File: src/rtl/uart_rx_pkg.sv
// Shared definitions for the APB UART receiver.
//   - receiver FSM state encoding
//   - APB word-register indices (PADDR[3:2])
//   - USR status bit positions
//   - oversampling ratio of the bit clock
package uart_rx_pkg;

  localparam int unsigned OVERSAMPLE = 16;

  localparam logic [1:0] USR_IDX = 2'd0;
  localparam logic [1:0] URD_IDX = 2'd1;

  localparam int unsigned EMPTY = 0;
  localparam int unsigned FULL  = 1;
  localparam int unsigned OVR   = 2;
  localparam int unsigned FERR  = 3;
  localparam int unsigned PERR  = 4;

  typedef enum logic [2:0] {
    StIdle,
    StStart,
    StData,
    StParity,
    StStop
  } state_e;

endpackage

File: src/rtl/uart_rx_apb_periph_baud.sv
// Oversample tick generator for the UART receiver.
// Emits a single-cycle tick every DIV = CLK_HZ/(BAUD*OVERSAMPLE) clocks (DIV >= 1).
// Free-runs from reset; the receiver re-aligns on each start edge, so no phase reset is needed.
// Ports:
//   PCLK    clock
//   PRESET  asynchronous active-high reset
//   tick    one-cycle pulse at OVERSAMPLE x baud rate
module baud_tick_gen
  import uart_rx_pkg::*;
#(
  parameter int unsigned CLK_HZ = 100_000_000,
  parameter int unsigned BAUD   = 9600
) (
  input  logic PCLK,
  input  logic PRESET,
  output logic tick
);

  localparam int unsigned DIV_RAW = CLK_HZ / (BAUD * OVERSAMPLE);
  localparam int unsigned DIV     = (DIV_RAW < 1) ? 1 : DIV_RAW;
  localparam int unsigned CW      = (DIV > 1) ? $clog2(DIV) : 1;

  logic [CW-1:0] cnt_q, cnt_d;

  always_comb begin
    tick  = (cnt_q == CW'(DIV - 1));
    cnt_d = tick ? '0 : cnt_q + CW'(1);
  end

  always_ff @(posedge PCLK or posedge PRESET) begin
    if (PRESET) begin
      cnt_q <= '0;
    end else begin
      cnt_q <= cnt_d;
    end
  end

endmodule

File: src/rtl/uart_rx_apb_periph.sv
// APB3 UART receiver: 8N1 deframer with 16x oversampling feeding a small RX FIFO.
// Optional even-parity checking is compiled in with `define UART_RX_PARITY_EN.
// Ports:
//   PCLK, PRESET          clock, asynchronous active-high reset
//   PADDR[3:0]            byte address, [3:2] selects USR (0) / URD (1)
//   PWDATA, PWRITE        write data, write strobe (USR bits 2..4 are W1C)
//   PSEL, PENABLE         APB select and access phase
//   PRDATA, PREADY        registered read data, registered one-wait-state ready
//   rx                    asynchronous serial input, idle high
//   rx_irq                FIFO not empty or any sticky error set
module uart_rx_apb_periph
  import uart_rx_pkg::*;
#(
  parameter int unsigned CLK_HZ  = 100_000_000,
  parameter int unsigned BAUD    = 9600,
  parameter int unsigned FIFO_AW = 2
) (
  input  logic        PCLK,
  input  logic        PRESET,
  input  logic [3:0]  PADDR,
  input  logic [31:0] PWDATA,
  input  logic        PWRITE,
  input  logic        PENABLE,
  input  logic        PSEL,
  output logic [31:0] PRDATA,
  output logic        PREADY,
  input  logic        rx,
  output logic        rx_irq
);

  localparam int unsigned DEPTH = 2 ** FIFO_AW;

  // Serial input synchroniser plus one history flop for start-edge detection
  logic rx_meta_q, rx_s_q, rx_prev_q;
  logic tick;

  state_e      state_q, state_d;
  logic [3:0]  tcnt_q, tcnt_d;
  logic [2:0]  bcnt_q, bcnt_d;
  logic [7:0]  shift_q, shift_d;
  logic        push_req, ferr_set;

  logic [7:0]         mem [DEPTH];
  logic [FIFO_AW-1:0] wptr_q, rptr_q, wptr_inc, rptr_inc;
  logic               full_q, empty_q;
  logic               push, pop, ovr_set;

  logic ovr_q, ferr_q, perr;

  logic        pready_q;
  logic [31:0] prdata_q, rdata;
  logic        access, rd_urd, wr_usr;
  logic        unused_bits;

`ifdef UART_RX_PARITY_EN
  logic par_bad_q, par_bad_d, perr_set, perr_q;
`endif

  baud_tick_gen #(
    .CLK_HZ (CLK_HZ),
    .BAUD   (BAUD)
  ) u_baud (
    .PCLK   (PCLK),
    .PRESET (PRESET),
    .tick   (tick)
  );

  always_ff @(posedge PCLK or posedge PRESET) begin
    if (PRESET) begin
      rx_meta_q <= 1'b1;
      rx_s_q    <= 1'b1;
      rx_prev_q <= 1'b1;
    end else begin
      rx_meta_q <= rx;
      rx_s_q    <= rx_meta_q;
      rx_prev_q <= rx_s_q;
    end
  end

  // ---------------------------------------------------------------- FSM: state register
  always_ff @(posedge PCLK or posedge PRESET) begin
    if (PRESET) begin
      state_q <= StIdle;
      tcnt_q  <= '0;
      bcnt_q  <= '0;
      shift_q <= '0;
`ifdef UART_RX_PARITY_EN
      par_bad_q <= 1'b0;
`endif
    end else begin
      state_q <= state_d;
      tcnt_q  <= tcnt_d;
      bcnt_q  <= bcnt_d;
      shift_q <= shift_d;
`ifdef UART_RX_PARITY_EN
      par_bad_q <= par_bad_d;
`endif
    end
  end

  // ---------------------------------------------------------------- FSM: next state
  always_comb begin
    state_d = state_q;
    tcnt_d  = tcnt_q;
    bcnt_d  = bcnt_q;
    shift_d = shift_q;
`ifdef UART_RX_PARITY_EN
    par_bad_d = par_bad_q;
`endif
    unique case (state_q)
      StIdle: begin
        // Falling edge rather than low level: a break must return high before re-arming
        if (rx_prev_q && !rx_s_q) begin
          state_d = StStart;
          tcnt_d  = '0;
        end
      end
      StStart: begin
        if (tick) begin
          if (tcnt_q == 4'd7) begin
            if (!rx_s_q) begin
              state_d = StData;
              tcnt_d  = '0;
              bcnt_d  = '0;
            end else begin
              state_d = StIdle;
            end
          end else begin
            tcnt_d = tcnt_q + 4'd1;
          end
        end
      end
      StData: begin
        if (tick) begin
          tcnt_d = tcnt_q + 4'd1;  // wraps 15 -> 0 at each bit boundary
          if (tcnt_q == 4'd15) begin
            shift_d = {rx_s_q, shift_q[7:1]};
            bcnt_d  = bcnt_q + 3'd1;
            if (bcnt_q == 3'd7) begin
`ifdef UART_RX_PARITY_EN
              state_d = StParity;
`else
              state_d = StStop;
`endif
            end
          end
        end
      end
`ifdef UART_RX_PARITY_EN
      StParity: begin
        if (tick) begin
          tcnt_d = tcnt_q + 4'd1;
          if (tcnt_q == 4'd15) begin
            par_bad_d = ^{shift_q, rx_s_q};
            state_d   = StStop;
          end
        end
      end
`endif
      StStop: begin
        if (tick) begin
          tcnt_d = tcnt_q + 4'd1;
          if (tcnt_q == 4'd15) begin
            state_d = StIdle;
          end
        end
      end
      default: state_d = StIdle;
    endcase
  end

  // ---------------------------------------------------------------- FSM: outputs
  always_comb begin
    push_req = 1'b0;
    ferr_set = 1'b0;
`ifdef UART_RX_PARITY_EN
    perr_set = 1'b0;
    if (state_q == StParity && tick && tcnt_q == 4'd15) begin
      perr_set = ^{shift_q, rx_s_q};
    end
`endif
    if (state_q == StStop && tick && tcnt_q == 4'd15) begin
      if (!rx_s_q) begin
        ferr_set = 1'b1;
      end else begin
`ifdef UART_RX_PARITY_EN
        push_req = !par_bad_q;
`else
        push_req = 1'b1;
`endif
      end
    end
  end

  // ---------------------------------------------------------------- APB decode
  assign access = PSEL & PENABLE & ~pready_q;
  assign rd_urd = access & ~PWRITE & (PADDR[3:2] == URD_IDX);
  assign wr_usr = access &  PWRITE & (PADDR[3:2] == USR_IDX);

  // ---------------------------------------------------------------- FIFO
  // A pop in the same cycle frees the slot, so a push into a full FIFO still lands
  assign pop      = rd_urd & ~empty_q;
  assign push     = push_req & (~full_q | pop);
  assign ovr_set  = push_req & full_q & ~pop;
  assign wptr_inc = wptr_q + FIFO_AW'(1);
  assign rptr_inc = rptr_q + FIFO_AW'(1);

  always_ff @(posedge PCLK) begin
    if (push) begin
      mem[wptr_q] <= shift_q;
    end
  end

  always_ff @(posedge PCLK or posedge PRESET) begin
    if (PRESET) begin
      wptr_q  <= '0;
      rptr_q  <= '0;
      full_q  <= 1'b0;
      empty_q <= 1'b1;
    end else begin
      if (push) wptr_q <= wptr_inc;
      if (pop)  rptr_q <= rptr_inc;
      if (push && !pop) begin
        empty_q <= 1'b0;
        full_q  <= (wptr_inc == rptr_q);
      end else if (pop && !push) begin
        full_q  <= 1'b0;
        empty_q <= (rptr_inc == wptr_q);
      end
    end
  end

  // ---------------------------------------------------------------- sticky status
  // Set wins over a simultaneous W1C
  always_ff @(posedge PCLK or posedge PRESET) begin
    if (PRESET) begin
      ovr_q  <= 1'b0;
      ferr_q <= 1'b0;
    end else begin
      ovr_q  <= ovr_set  | (ovr_q  & ~(wr_usr & PWDATA[OVR]));
      ferr_q <= ferr_set | (ferr_q & ~(wr_usr & PWDATA[FERR]));
    end
  end

`ifdef UART_RX_PARITY_EN
  always_ff @(posedge PCLK or posedge PRESET) begin
    if (PRESET) begin
      perr_q <= 1'b0;
    end else begin
      perr_q <= perr_set | (perr_q & ~(wr_usr & PWDATA[PERR]));
    end
  end
  assign perr        = perr_q;
  assign unused_bits = ^{PWDATA[31:5], PWDATA[1:0], PADDR[1:0]};
`else
  assign perr        = 1'b0;
  assign unused_bits = ^{PWDATA[31:4], PWDATA[1:0], PADDR[1:0]};
`endif

  // ---------------------------------------------------------------- read mux and APB response
  always_comb begin
    rdata = '0;
    unique case (PADDR[3:2])
      USR_IDX: begin
        rdata[EMPTY] = empty_q;
        rdata[FULL]  = full_q;
        rdata[OVR]   = ovr_q;
        rdata[FERR]  = ferr_q;
        rdata[PERR]  = perr;
      end
      URD_IDX: rdata = empty_q ? 32'd0 : {24'd0, mem[rptr_q]};
      default: rdata = '0;
    endcase
  end

  always_ff @(posedge PCLK or posedge PRESET) begin
    if (PRESET) begin
      pready_q <= 1'b0;
      prdata_q <= '0;
    end else begin
      pready_q <= access;
      if (access && !PWRITE) begin
        prdata_q <= rdata;
      end
    end
  end

  assign PREADY = pready_q;
  assign PRDATA = prdata_q;
  assign rx_irq = ~empty_q | ovr_q | ferr_q | perr;

endmodule
File: config.mk
export PLATFORM = sky130hd
export DESIGN_NAME = uart_rx_apb_periph
export DESIGN_NICKNAME = d
export VERILOG_FILES = /design/src/rtl/uart_rx_pkg.sv /design/src/rtl/uart_rx_apb_periph_baud.sv /design/src/rtl/uart_rx_apb_periph.sv
export SDC_FILE = /design/constraint.sdc
export NUM_CORES = 1
export LEC_CHECK = 0
export BUFFER_PORTS_ARGS = -buffer_cell sky130_fd_sc_hd__buf_2
export CAP_MARGIN = 5
export CORE_MARGIN = 2
export CORE_UTILIZATION = 35
export CTS_BUF_LIST = sky130_fd_sc_hd__clkbuf_4 sky130_fd_sc_hd__clkbuf_8
export DETAILED_ROUTE_END_ITERATION = 7
export PLACE_DENSITY = 0.66
export SLEW_MARGIN = 5
export SYNTH_ARGS = -nofsm -noshare
export SYNTH_HDL_FRONTEND = slang
export SYNTH_SLANG_ARGS = --single-unit
File: constraint.sdc
create_clock -name PCLK -period 2.7 [get_ports PCLK]
set_input_delay 0.54 -clock PCLK [delete_from_list [all_inputs] [get_ports PCLK]]
set_output_delay 0.54 -clock PCLK [all_outputs]
set_load 0.05 [all_outputs]
# After elaboration in Yosys (flattened, before gate mapping)
# Memory sizes are Yosys's and may differ from the RTL's.
# Index checks and enable logic that the tools add are counted.
dict set report word_totals {
  mem_bits_rw 32
  regBits 72
  in_bits 42
  memories 1
  word_cells 125
}
# name words width rd rd_clocked_by_memory_dff write_ports line_no
set mem_list {}
lappend mem_list {mem 4 8 1 0 1 uart_rx_apb_periph.sv:43} ;# logic [7:0] mem [DEPTH];
dict set report op_classes {
  n_bitwise 26
  eq_ne 21
  mux 36
  addsub 5
  n_reduce_logical 20
}
# op count
set op_table {}
lappend op_table {{$mux 3} 14}
lappend op_table {{$mux 4} 5}
lappend op_table {{$ne 2x2->1 const B} 9}
lappend op_table {{$and 1x1->1} 14}
lappend op_table {{$pmux 3 s4} 1}
lappend op_table {{$pmux 4 s3} 1}
lappend op_table {{$add 10x1->10 const B} 1}
lappend op_table {{$eq 10x10->1 const B} 1}
lappend op_table {{$mux 1} 10}
lappend op_table {{$mux 10} 1}
lappend op_table {{$pmux 5 s2} 1}
lappend op_table {{$mux 8} 1}
lappend op_table {{$reduce_and 8->1} 1}
lappend op_table {{$not 1->1} 7}
lappend op_table {{$eq 3x3->1 const B} 2}
lappend op_table {{$logic_and 1x1->1} 6}
lappend op_table {{$pmux 3 s2} 1}
lappend op_table {{$reduce_and 6->1} 1}
lappend op_table {{$or 1x1->1} 5}
lappend op_table {{$reduce_and 5->1} 1}
lappend op_table {{$add 2x1->2 const B} 2}
lappend op_table {{$add 4x1->4 const B} 1}
lappend op_table {{$eq 2x2->1} 2}
lappend op_table {{$eq 4x3->1 const B} 1}
lappend op_table {{other kinds (15)} 19}

# Depth between registers and ports, before layout
dict set report depth {
  depth_word 11
  ltp_mapped 8
  depth_no_buf 8
}

# Cells and area by module
# From an unflattened synthesis, not the netlist that was laid out.
dict set report unflattened {
  hier_cells 305
  area_unflattened_um2 3837.4
}
# module area_per_inst_um2 instances seq_area_each_um2 cells_each
set modules_own_cells {}
lappend modules_own_cells {uart_rx_apb_periph 3309.4 1 1916.8 258}
lappend modules_own_cells {baud_tick_gen 528.0 1 250.2 47}

# Worst setup path before layout
# OpenSTA, ideal clock, no wires.
dict set report synth_path {
  path_kind {reg-to-reg}
  start {reg pready_q, in the netlist PREADY}
  end {mem mem[2][0], enable pin}
  required_time_ns 2.368
  setup_slack_ns 0.459
  setup_ns 0.332
  n_path_buf 1
  path_stages_with_launch 7
  t_arrival_ns 1.909
  cell_sequence {dfrtp_1 > and3b_1 > clkbuf_1 > and2b_1 > nand2_1 > a21boi_4 > and2_1}
}
dict set report synth_via {
  elab_chain_len 9
}
# item line_no
set synth_rtl {}
lappend synth_rtl {{from (decl)} uart_rx_apb_periph.sv:50} ;# logic pready_q;
lappend synth_rtl {{from (signal assigned)} uart_rx_apb_periph.sv:281} ;# pready_q <= access;
lappend synth_rtl {{$not 1->1} uart_rx_apb_periph.sv:196} ;# assign access = PSEL & PENABLE & ~pready_q;
lappend synth_rtl {{$and 1x1->1} uart_rx_apb_periph.sv:196}
lappend synth_rtl {{net access} uart_rx_apb_periph.sv:52} ;# logic access, rd_urd, wr_usr;
lappend synth_rtl {{$and 1x1->1 (2 in series)} uart_rx_apb_periph.sv:197} ;# assign rd_urd = access & ~PWRITE & (PADDR[3:2] == URD_IDX);
lappend synth_rtl {{$and 1x1->1} uart_rx_apb_periph.sv:202} ;# assign pop = rd_urd & ~empty_q;
lappend synth_rtl {{$or 1x1->1} uart_rx_apb_periph.sv:203} ;# assign push = push_req & (~full_q | pop);
lappend synth_rtl {{$and 1x1->1} uart_rx_apb_periph.sv:203}
lappend synth_rtl {{net push} uart_rx_apb_periph.sv:46} ;# logic push, pop, ovr_set;
lappend synth_rtl {{$mux 1} uart_rx_apb_periph.sv:209} ;# if (push) begin
lappend synth_rtl {{$mux 1 (not written as such)} uart_rx_apb_periph.sv:210} ;# mem[wptr_q] <= shift_q;
lappend synth_rtl {{to (decl)} uart_rx_apb_periph.sv:43}
# The timed path passes the listed nets, and every way through them passes these cells.

# Final worst setup path
dict set report layout_path {
  start {reg u_baud.cnt_q[5]}
  end {mem mem[0][6], enable pin}
}
dict set report layout_via {
  elab_chain_len 7
}
# item line_no
set layout_rtl {}
lappend layout_rtl {{from (decl)} uart_rx_apb_periph_baud.sv:23} ;# logic [CW-1:0] cnt_q, cnt_d;
lappend layout_rtl {{from (signal assigned)} uart_rx_apb_periph_baud.sv:34} ;# cnt_q <= cnt_d;
lappend layout_rtl {{$eq 10x10->1} uart_rx_apb_periph_baud.sv:26} ;# tick = (cnt_q == CW'(DIV - 1));
lappend layout_rtl {{$logic_and 1x1->1 (2 in series)} uart_rx_apb_periph.sv:182} ;# if (state_q == StStop && tick && tcnt_q == 4'd15) begin
lappend layout_rtl {{$mux 1} uart_rx_apb_periph.sv:182}
lappend layout_rtl {{$and 1x1->1} uart_rx_apb_periph.sv:203}
lappend layout_rtl {{net push} uart_rx_apb_periph.sv:46}
lappend layout_rtl {{$mux 1} uart_rx_apb_periph.sv:209}
lappend layout_rtl {{$mux 1 (not written as such)} uart_rx_apb_periph.sv:210}
# The timed path passes the listed nets, and every way through them passes these cells.

==> results.json <==
{
  "r2r_cells": 5,
  "detailedPlace.worstSlack_ns": 0.2420,
  "syn2layout_area_growth_pct": 9.613,
  "cts_setup_buffers": 0,
  "r2r_setup_slack_ns": 0.28,
  "leakage_nw": 1.810,
  "cts-buffers-inserted": 9,
  "ys_ff_latch": 80,
  "die_w_um": 107.5,
  "cts.path.max_buffers": 2,
  "avgRoutedWirePerCell_um": 13.46,
  "synth-main-ff-cell": "dfrtp_1",
  "synth_edf_count": 32,
  "pin_count": 76,
  "drv_cap": 0,
  "die_y_um": 107.5,
  "synth_top_family_by_area": "simple AND/OR/NAND/NOR gates",
  "port_buffers": 19,
  "power_density_nw_per_um2": 706.8,
  "synth_area_per_cell_um2": 13.02,
  "status": "complete, no violations",
  "netlist_area_um2": 3749,
  "vias": 2112,
  "synth_cell_types": 55,
  "grt_pass1_wl_um": 10410,
  "cts_tree": "done",
  "grt_overflow": 0,
  "final.setup_skew_ns": 0.009345,
  "dr.pass1.iters": 4,
  "core_area_um2": 10370,
  "ir_worst_vdd_v": 0.0002619,
  "period_share_pct": 89.69,
  "cp_max_fo": 8,
  "critPathArrivalTime_ns": 2.42,
  "gp_congestion": 0.7473,
  "nFillCells": 963,
  "async_reset_ff_share_pct": 60.00,
  "yosys-mux-area-fraction_pct": 8.912,
  "relSlewSlack_pct": 62.39,
  "synth_compound_area_share_pct": 5.507,
  "finalWirelength_um": 6126,
  "endpoint_kind": "flip-flop",
  "worstSetupPathType": "flip-flop to flip-flop",
  "grt_usage_pct": 11.58,
  "vias_per_cell": 4.642,
  "hold_path.class": "input pin to async pin",
  "cts.repair.resized": 0,
  "synth.yosys.warnings": 0,
  "antenna_found_initial": 0,
  "drive_gt1_share_pct": 21.00,
  "cp-start-kind": "flip-flop",
  "drt_iter0_markers": 127,
  "syn_inst": 288,
  "grt_max_degree": 49,
  "synthSimpleGateAreaFrac_pct": 13.12,
  "hpwl_um": 4277,
  "clkLatencyLatePin_ns": 0.35,
  "grt_pass1_vias": 2127,
  "final_common_cell": "dfrtp_1",
  "rr_endpoint": "mem[0][6]",
  "max_freq_mhz": 412.9,
  "hold_buffers": 0,
  "min_period_ns": 2.422,
  "ant_nets": 0,
  "cts_root_buf": "clkbuf_8",
  "die_area_um2": 11550,
  "std_cell_rows": 37,
  "htreeDepth": 3,
  "start_util_pct": 36.15,
  "setup_viol": 0,
  "clk_pin_slew_ns": 0.09,
  "synthAdderAreaFrac_pct": 3.605,
  "drc": 0,
  "ys_seq_area_share_pct": 57.81,
  "drv_slew": 0,
  "rsz0062_at_grt": "no",
  "timing.setup.tns_ns": 0,
  "synthXorXnorAreaFrac_pct": 3.505,
  "cts.sinks": 80,
  "rr_startpoint": "u_baud.cnt_q[5]",
  "diodes": 0,
  "setup_slack_ns": 0.2782,
  "required_ns": 2.70,
  "final_cell_mix": "dfrtp_1, edfxtp_1, nor2_1, conb_1, nand2_1",
  "fin_nets": 366,
  "whs_ns": 0.2153,
  "max_slew.worst_pin.slew_ns": 0.5642,
  "hold_violations": 0
}
## flip-flops by register name, indices dropped and copies added (netlist names), 2 cells and up
name	flops
u_baud.cnt_q	10
tcnt_q	4
rptr_q	2
bcnt_q	3
shift_q	8
PRDATA	8
wptr_q	2
mem	32
state_q	3
## synthesized netlist by cell type, types with 5 or more instances
cell type / n / area share [%]
and2_1: 5 / 0.83
buf_4: 24 / 4.8
dfrtp_1: 44 / 29
edfxtp_1: 32 / 26
ha_1: 10 / 3.3
inv_1: 12 / 1.2
mux2_1: 9 / 2.7
mux4_2: 8 / 4.8
nand2_1: 21 / 2.1
nand3_1: 7 / 0.93
nor2_1: 24 / 2.4
o21ai_0: 6 / 0.80
o21ai_1: 6 / 0.80
xnor2_1: 12 / 2.8
## worst max-delay path, cell delays in order, from the launching register on
cell and delay (ns):
dfrtp_1 0.45, nor4b_4 0.37, nand4_4 0.14, nor4_2 0.34
a21boi_4 0.33, and2_1 0.45
## cells by family after synthesis
logic type	Yosys count
XOR/XNOR	15
buffers and inverters	45
AO/OA/AOI/OAI	28
other	1
multiplexers	22
flip-flops	80
adder cells (fa/ha/maj)	11
AND/OR/NAND/NOR	86
## layer usage
metal	part of all wire, %	GRT usage [%]	up-vias
li1	-	-	1025
met1	49	15.30	1031
met2	46	18.19	49
met3	4.0	3.874	7
met4	1.3	3.297	0
met5	0	0	-
## stage by stage
stage          total power [mW]  std cells  area [um2]  util (%)
2_1_floorplan             2.033        311        3835         -
3_3_place_gp              2.099        439        3924     37.84
3_5_place_dp              2.117        439        3924     37.84
4_1_cts                   2.932        455        4109     39.62
5_1_grt                   3.081        455        4109     39.62
6_report                  2.904        455        4109     39.62
## final cells by class
cell class	count	area, um2	area share [%]
Sequential cell	80	2167	52.74
Multi-Input combinational cell	186	1389	33.80
Clock buffer	9	123.9	3.015
Inverter	12	45.04	1.096
Clock inverter	7	61.31	1.492
Timing Repair Buffer	25	152.6	3.715
Tap cell	136	170.2	4.141
## worst max path at each step
stage                     from        end  slack (ns)  cells past startpoint
6_report       u_baud.cnt_q[5]  mem[0][6]        0.28                      5
5_1_grt        u_baud.cnt_q[5]  mem[0][6]        0.12                      5
4_1_cts        u_baud.cnt_q[5]  mem[0][6]        0.23                      5
3_5_place_dp   u_baud.cnt_q[5]  mem[0][5]        0.24                      5
3_3_place_gp   u_baud.cnt_q[5]  mem[0][5]        0.26                      5
2_1_floorplan           PREADY  mem[2][0]        0.46                      6
## where the power goes
part / total [mW] / switching, mW / internal [mW] / leakage [nW]
Combinational: 0.615 / 0.365 / 0.249 / 0.730
Clock: 0.817 / 0.466 / 0.351 / 0.0888
Sequential: 1.47 / 0.141 / 1.33 / 0.992
No activity file was read; power rests on OpenSTA's default activity.
